--- config.mk ---
export PLATFORM = sky130hd
export DESIGN_NAME = c1541_gcr_decoder
export DESIGN_NICKNAME = d
export VERILOG_FILES = /design/src/rtl/c1541_gcr_pkg.sv /design/src/rtl/c1541_gcr_deframer.sv /design/src/rtl/c1541_gcr_decoder.sv
export SDC_FILE = /design/constraint.sdc
export NUM_CORES = 1
export LEC_CHECK = 0
export BUFFER_PORTS_ARGS = -buffer_cell sky130_fd_sc_hd__buf_4
export CAP_MARGIN = 20
export CELL_PAD_IN_SITES_DETAIL_PLACEMENT = 0
export CELL_PAD_IN_SITES_GLOBAL_PLACEMENT = 2
export CORE_UTILIZATION = 42
export DETAILED_ROUTE_END_ITERATION = 10
export HOLD_SLACK_MARGIN = 0.02
export PLACE_DENSITY_LB_ADDON = 0.1
export SLEW_MARGIN = 20
export SYNTH_ARGS = -nofsm -noshare
export SYNTH_HDL_FRONTEND = slang
export SYNTH_SLANG_ARGS = --single-unit
--- constraint.sdc ---
create_clock -name clk_i -period 4.9 [get_ports clk_i]
set_input_delay 0.98 -clock clk_i [delete_from_list [all_inputs] [get_ports clk_i]]
set_output_delay 0.98 -clock clk_i [all_outputs]
set_load 0.05 [all_outputs]
--- src/rtl/c1541_gcr_pkg.sv ---
// Shared types and constants for the 1541 GCR read path: state encoding, block marks and the
// 4-to-5 GCR code table with its inverse.
package c1541_gcr_pkg;

  typedef enum logic [2:0] {
    StHunt,
    StSync,
    StMark,
    StHeader,
    StData
  } dec_state_e;

  localparam logic [7:0]  MarkHeader = 8'h08;
  localparam logic [7:0]  MarkData   = 8'h07;
  localparam int unsigned SectorsMax = 20;

  // Indexed by nibble value; entry 15 is listed first.
  localparam logic [15:0][4:0] GcrEncode = {
    5'h15, 5'h1e, 5'h1d, 5'h0d, 5'h1b, 5'h1a, 5'h19, 5'h09,
    5'h17, 5'h16, 5'h0f, 5'h0e, 5'h13, 5'h12, 5'h0b, 5'h0a
  };

  // Returns {valid, nibble}; any code not in the table is illegal.
  function automatic logic [4:0] gcr_decode(input logic [4:0] code);
    logic [4:0] res;
    res = 5'b0;
    for (int i = 0; i < 16; i++) begin
      if (GcrEncode[i] == code) begin
        res = {1'b1, 4'(i)};
      end
    end
    return res;
  endfunction

endpackage

--- src/rtl/c1541_gcr_deframer.sv ---
// Bit-level front end: ones counter / SYNC detect and 10-bit GCR group framing with a one-ce
// group-ready pulse after the 10th bit.
module c1541_gcr_deframer
  import c1541_gcr_pkg::*;
#(
  parameter int unsigned SyncOnes = 10
) (
  input  logic       clk_i,
  input  logic       rst_ni,
  input  logic       ce_i,
  input  logic       bit_valid_i,
  input  logic       bit_in_i,
  output logic       sync_n_o,
  output logic       sync_hit_o,
  output logic       sync_exit_o,
  output logic       grp_rdy_o,
  output logic [9:0] grp_o
);

  localparam int unsigned      OnesW   = $clog2(SyncOnes + 1);
  localparam logic [OnesW-1:0] OnesMax = OnesW'(SyncOnes);
  localparam logic [OnesW-1:0] OnesPre = OnesW'(SyncOnes - 1);

  logic [OnesW-1:0] ones_q, ones_d;
  logic [3:0]       cnt_q, cnt_d;
  logic [8:0]       shift_q, shift_d;
  logic [9:0]       grp_q, grp_d;
  logic             rdy_q, rdy_d;
  logic             bit_ev, in_sync, sync_hit, sync_exit;

  assign bit_ev    = ce_i & bit_valid_i;
  assign in_sync   = (ones_q == OnesMax);
  // Fires on the bit that reaches SYNC and on every further 1 while saturated.
  assign sync_hit  = bit_ev & bit_in_i & (ones_q >= OnesPre);
  assign sync_exit = bit_ev & ~bit_in_i & in_sync;

  always_comb begin
    ones_d  = ones_q;
    cnt_d   = cnt_q;
    shift_d = shift_q;
    grp_d   = grp_q;
    rdy_d   = 1'b0;
    if (bit_ev) begin
      if (bit_in_i) begin
        ones_d = in_sync ? ones_q : ones_q + 1'b1;
      end else begin
        ones_d = '0;
      end
      if (sync_hit) begin
        // A group completing on the SYNC bit is dropped.
        cnt_d = 4'd0;
      end else if (sync_exit) begin
        // The terminating 0 is the first bit of the first group.
        cnt_d   = 4'd1;
        shift_d = 9'b0;
      end else begin
        shift_d = {shift_q[7:0], bit_in_i};
        if (cnt_q == 4'd9) begin
          cnt_d = 4'd0;
          grp_d = {shift_q, bit_in_i};
          rdy_d = 1'b1;
        end else begin
          cnt_d = cnt_q + 4'd1;
        end
      end
    end
  end

  always_ff @(posedge clk_i or negedge rst_ni) begin
    if (!rst_ni) begin
      ones_q  <= '0;
      cnt_q   <= 4'd0;
      shift_q <= 9'b0;
      grp_q   <= 10'b0;
      rdy_q   <= 1'b0;
    end else if (ce_i) begin
      ones_q  <= ones_d;
      cnt_q   <= cnt_d;
      shift_q <= shift_d;
      grp_q   <= grp_d;
      rdy_q   <= rdy_d;
    end
  end

  assign sync_n_o    = ~in_sync;
  assign sync_hit_o  = sync_hit;
  assign sync_exit_o = sync_exit;
  assign grp_rdy_o   = rdy_q;
  assign grp_o       = grp_q;

endmodule

--- src/rtl/c1541_gcr_decoder.sv ---
// 1541 GCR read decoder: parses header/data blocks and writes sector bytes to a D64-style buffer.
// Optional header track check: define C1541_GCR_DEC_TRACK_CHECK_EN.
module c1541_gcr_decoder
  import c1541_gcr_pkg::*;
#(
  parameter int unsigned SyncOnes  = 10,
  parameter int unsigned AddrWidth = 13
) (
  input  logic                 clk_i,
  input  logic                 rst_ni,
  input  logic                 ce_i,
  input  logic                 bit_valid_i,
  input  logic                 bit_in_i,
  input  logic [5:0]           track_i,
  output logic                 sync_n_o,
  output logic                 hdr_valid_o,
  output logic [7:0]           hdr_track_o,
  output logic [7:0]           hdr_sector_o,
  output logic [15:0]          hdr_id_o,
  output logic                 hdr_cks_ok_o,
  output logic                 buf_we_o,
  output logic [AddrWidth-1:0] buf_addr_o,
  output logic [7:0]           buf_data_o,
  output logic                 sector_done_o,
  output logic                 data_cks_ok_o,
  output logic                 gcr_err_o
);

  logic       sync_hit, sync_exit, grp_rdy;
  logic [9:0] grp;

  c1541_gcr_deframer #(
    .SyncOnes(SyncOnes)
  ) u_deframer (
    .clk_i      (clk_i),
    .rst_ni     (rst_ni),
    .ce_i       (ce_i),
    .bit_valid_i(bit_valid_i),
    .bit_in_i   (bit_in_i),
    .sync_n_o   (sync_n_o),
    .sync_hit_o (sync_hit),
    .sync_exit_o(sync_exit),
    .grp_rdy_o  (grp_rdy),
    .grp_o      (grp)
  );

  logic [4:0] dec_hi, dec_lo;
  logic [7:0] dec_byte;
  logic       code_ok;

  assign dec_hi   = gcr_decode(grp[9:5]);
  assign dec_lo   = gcr_decode(grp[4:0]);
  assign code_ok  = dec_hi[4] & dec_lo[4];
  assign dec_byte = {dec_hi[3:0], dec_lo[3:0]};

  dec_state_e          state_q;
  logic                hdr_seen_q;
  logic [8:0]          cnt_q;
  logic [7:0]          xor_q, sec_q, trk_q, id2_q;
  logic                hdr_valid_q, hdr_cks_ok_q, buf_we_q, sector_done_q, data_cks_ok_q;
  logic                gcr_err_q;
  logic [7:0]          hdr_track_q, hdr_sector_q, buf_data_q;
  logic [15:0]         hdr_id_q;
  logic [AddrWidth-1:0] buf_addr_q;
  logic                hdr_ok, sec_ok, trk_match;

  // At the id1 byte the running XOR including cks must cancel to zero.
  assign hdr_ok = ((xor_q ^ dec_byte) == 8'h00);
  assign sec_ok = (sec_q <= 8'(SectorsMax));

`ifdef C1541_GCR_DEC_TRACK_CHECK_EN
  assign trk_match = (trk_q == {2'b00, track_i});
`else
  logic unused_track;
  assign trk_match    = 1'b1;
  assign unused_track = ^track_i;
`endif

  always_ff @(posedge clk_i or negedge rst_ni) begin
    if (!rst_ni) begin
      state_q       <= StHunt;
      hdr_seen_q    <= 1'b0;
      cnt_q         <= 9'd0;
      xor_q         <= 8'h00;
      sec_q         <= 8'h00;
      trk_q         <= 8'h00;
      id2_q         <= 8'h00;
      hdr_valid_q   <= 1'b0;
      hdr_track_q   <= 8'h00;
      hdr_sector_q  <= 8'h00;
      hdr_id_q      <= 16'h0000;
      hdr_cks_ok_q  <= 1'b0;
      buf_we_q      <= 1'b0;
      buf_addr_q    <= '0;
      buf_data_q    <= 8'h00;
      sector_done_q <= 1'b0;
      data_cks_ok_q <= 1'b0;
      gcr_err_q     <= 1'b0;
    end else if (ce_i) begin
      hdr_valid_q   <= 1'b0;
      buf_we_q      <= 1'b0;
      sector_done_q <= 1'b0;
      gcr_err_q     <= 1'b0;
      if (sync_hit) begin
        state_q <= StSync;
      end else begin
        unique case (state_q)
          StHunt: state_q <= StHunt;
          StSync: begin
            if (sync_exit) state_q <= StMark;
          end
          StMark: begin
            if (grp_rdy) begin
              cnt_q <= 9'd0;
              xor_q <= 8'h00;
              if (!code_ok) begin
                gcr_err_q <= 1'b1;
                state_q   <= StHunt;
              end else if (dec_byte == MarkHeader) begin
                state_q <= StHeader;
              end else if (dec_byte == MarkData) begin
                state_q <= StData;
              end else begin
                state_q <= StHunt;
              end
            end
          end
          StHeader: begin
            if (grp_rdy) begin
              if (!code_ok) begin
                gcr_err_q <= 1'b1;
                state_q   <= StHunt;
              end else begin
                xor_q <= xor_q ^ dec_byte;
                cnt_q <= cnt_q + 9'd1;
                case (cnt_q[2:0])
                  3'd1: sec_q <= dec_byte;
                  3'd2: trk_q <= dec_byte;
                  3'd3: id2_q <= dec_byte;
                  3'd4: begin
                    hdr_valid_q  <= 1'b1;
                    hdr_track_q  <= trk_q;
                    hdr_sector_q <= sec_q;
                    hdr_id_q     <= {dec_byte, id2_q};
                    hdr_cks_ok_q <= hdr_ok;
                    hdr_seen_q   <= hdr_ok & sec_ok & trk_match;
                    gcr_err_q    <= ~trk_match;
                    state_q      <= StHunt;
                  end
                  default: ;
                endcase
              end
            end
          end
          StData: begin
            if (grp_rdy) begin
              if (!code_ok) begin
                gcr_err_q <= 1'b1;
                state_q   <= StHunt;
              end else if (cnt_q[8]) begin
                // 257th byte is the checksum; one header authorises one block.
                sector_done_q <= 1'b1;
                data_cks_ok_q <= (xor_q == dec_byte);
                hdr_seen_q    <= 1'b0;
                state_q       <= StHunt;
              end else begin
                buf_we_q   <= hdr_seen_q;
                buf_addr_q <= AddrWidth'({hdr_sector_q[4:0], cnt_q[7:0]});
                buf_data_q <= dec_byte;
                xor_q      <= xor_q ^ dec_byte;
                cnt_q      <= cnt_q + 9'd1;
              end
            end
          end
          default: state_q <= StHunt;
        endcase
      end
    end
  end

  assign hdr_valid_o   = hdr_valid_q;
  assign hdr_track_o   = hdr_track_q;
  assign hdr_sector_o  = hdr_sector_q;
  assign hdr_id_o      = hdr_id_q;
  assign hdr_cks_ok_o  = hdr_cks_ok_q;
  assign buf_we_o      = buf_we_q;
  assign buf_addr_o    = buf_addr_q;
  assign buf_data_o    = buf_data_q;
  assign sector_done_o = sector_done_q;
  assign data_cks_ok_o = data_cks_ok_q;
  assign gcr_err_o     = gcr_err_q;

endmodule

==> flow_summary.toml <==
[route]
antenna_left = 0
vias = 4332
dr.pass1.iters = 4
viasPerCell = 5.497
dr.first_iter.drc_count = 177
drt-wirelength-per-cell_um = 17.48
wirelength_mm = 13.78
drc = 0

[timing]
skew_ps = 13.07
post-route-period-util = 0.6505
fmax_mhz = 313.7
slew_headroom = 0.3793
setup_violations = 0
rsz0062_at_grt = "false"
hold-worst-slack_ps = 480.6
tns_ps = 0
worst_pin_slew_ps = 928.8
drv_slew = 0
finalHoldViolations = 0
period_minus_slack_ps = 3188

[clock_network]
path_clk_slew_ps = 60
max-clock-path-buffers = 2
cts_sinks = 132
cts_tree = "done"
ctsHoldBuffers = 0
clk_latency_ps = 430
postCtsSetupRepairBufs = 0
root_buffer = "clkbuf_16"
cts_buffers = 17
post_cts_resized = 0
cts_max_level = 4

[status]
status = "complete, no violations"

[cells_and_area]
layout_commonest_cell = "dfrtp_1"
final_cell_mix = "dfrtp_1 (132), buf_4 (74), mux2_2 (64)"
nets = 614
drive_above_1_share = 0.3079
n_antenna_cell = 0
nFillCells = 1313
syn2layout_area_growth_pct = 20.04

[floorplan]
die_area_mm2 = 0.01536
die_h_um = 123.9
start_util = 0.4296
ios = 71
rows = 44
die_x_um = 123.9
core_area_mm2 = 0.01453

[logic_synthesis]
synth_cell_types = 67
synth-edff-count = 0
ys.flop_type = "dfrtp_1"
async_flop_share = 1.000
ys_ff_latch = 132
syn_nets = 549
ys_seq_area_frac = 0.5291
synth_warnings = 0
synth_area_mm2 = 0.006243
avgSynthCellArea_um2 = 11.87
syn_inst = 526

[global_routing]
met3_usage = 0.05037
grt_max_degree = 133
top_usage_layer = "met2"
grt_overflow = 0
use_met1 = 0.2598
antenna_found_initial = 0
grt_pass1_wl_mm = 22.56
track_usage = 0.1977
gr-usage-met2 = 0.3174
grt_pass1_vias = 4320

[power]
p_int_mw = 2.090
switchingPower_mw = 0.8278
leakage_nw = 3.658
comb_power_share = 0.131
swShare = 0.2837
p_clk_frac = 0.425
seqPwrFrac = 0.444
ir_worst_vdd_mv = 0.2853
powerDensity_mw_per_mm2 = 389.4

[job]
drv_cap = 0

[critical_path]
path_max_fanout = 21
cp.arrival_ps = 3480
end_kind = "flop"
critPathLaunchType = "flop"
max_stage_delay_ps = 610
path_cells = "inv_1, ha_1, or3b_1, a41oi_2, and3_1, nand2_1, mux2_1"
cpMaxStageDelayCell = "nand2_1"
required_ps = 5200
critPathBufInv = 1
path_class = "flop to flop"
path_delay_family = "simple AND/OR/NAND/NOR gates"

[worst_hold_path]
hold_path.class = "flop to flop"

[placement]
hpwl_mm = 9.156
place.gp.congestion = 0.7340
numPortBuffers = 64
[cells in the mapped netlist, types with 9 or more instances]
master / n / area [um^2]
o41ai_1: 10 / 87.58
nor2_1: 20 / 75.07
inv_1: 22 / 82.58
o31ai_1: 9 / 67.56
a21oi_1: 14 / 70.07
ha_1: 12 / 150.1
nand2_1: 32 / 120.1
dfrtp_1: 132 / 3303
clkbuf_1: 16 / 60.06
o21ai_0: 26 / 130.1
nand2b_1: 9 / 56.30
nand3_1: 9 / 45.04
mux2_1: 24 / 270.3
mux2_2: 64 / 720.7
[kinds of logic after synthesis]
| kind of cell | count (synthesis) | share of synthesized area |
|---|---|---|
| AOI/OAI and AO/OA | 105 | 0.1154 |
| xor gates and xnor gates | 7 | 0.009820 |
| adders and majority gates | 12 | 0.02405 |
| buffers and inverters | 51 | 0.03707 |
| DFF | 132 | 0.5291 |
| muxes | 91 | 0.1635 |
| and+or+nand+nor | 128 | 0.1210 |
[flip-flops by register name, indices dropped and copies added (netlist names), 8 cells and up]
register,count
id2_q,8
hdr_id_o,16
u_deframer.shift_q,9
cnt_q,9
trk_q,8
xor_q,8
sec_q,8
buf_addr_o,13
u_deframer.grp_o,10
hdr_track_o,8
buf_data_o,8
hdr_sector_o,8
[power groups by stage]
stage          logic [mW]  clock network [mW]  registers [mW]
3_5_place_dp        0.385                   0            1.31
2_1_floorplan       0.329                   0            1.25
6_report            0.382                1.24            1.30
5_1_grt             0.446                1.32            1.32
3_3_place_gp        0.377                   0            1.31
4_1_cts             0.388                1.27            1.30
[final timing paths]
path	from	end	slack (ps)	cells past startpoint
min	trk_q[6]$_DFFE_PN0P_	hdr_track_o[6]$_DFFE_PN0P_	480	1
max	u_deframer.ones_q[0]$_DFFE_PN0P_	buf_addr_o[6]$_DFFE_PN0P_	1710	7
max in group asynchronous	rst_ni	u_deframer.grp_o[0]$_DFFE_PN0P_	3690	2
min reg2reg	trk_q[6]$_DFFE_PN0P_	hdr_track_o[6]$_DFFE_PN0P_	480	1
min in group asynchronous	rst_ni	buf_addr_o[3]$_DFFE_PN0P_	650	2
max reg2reg	u_deframer.ones_q[0]$_DFFE_PN0P_	buf_addr_o[6]$_DFFE_PN0P_	1710	7
[layer usage]
layer | wire length (um) | vias to the layer above
li1 | - | 2053
met1 | 6333 | 2182
met2 | 6814 | 82
met3 | 459 | 15
met4 | 167 | 0
met5 | 0 | -
[through the flow]
| step | worst slack (ps) | power (mW) | area [um^2] | util | cells |
|---|---|---|---|---|---|
| 6_report | 1712 | 2.918 | 7495 | 0.5157 | 788 |
| 5_1_grt | 1478 | 3.085 | 7495 | 0.5157 | 788 |
| 2_1_floorplan | 2326 | 1.581 | 6243 | - | 526 |
| 3_5_place_dp | 1625 | 1.700 | 6900 | 0.4748 | 756 |
| 3_3_place_gp | 1643 | 1.688 | 6900 | 0.4748 | 756 |
| 4_1_cts | 1635 | 2.950 | 7491 | 0.5154 | 788 |
[layout make-up]
cell class	count	area, um^2	share of cell area
clock buffer	22	494.2	0.06594
clock inverter	10	96.34	0.01285
sequential	132	3303	0.4407
timing repair buffer	75	575.6	0.07679
inverter	22	82.58	0.01102
tap	184	230.2	0.03072
multi-input combinational	343	2713	0.3619
(Power assumes the default switching activity.)
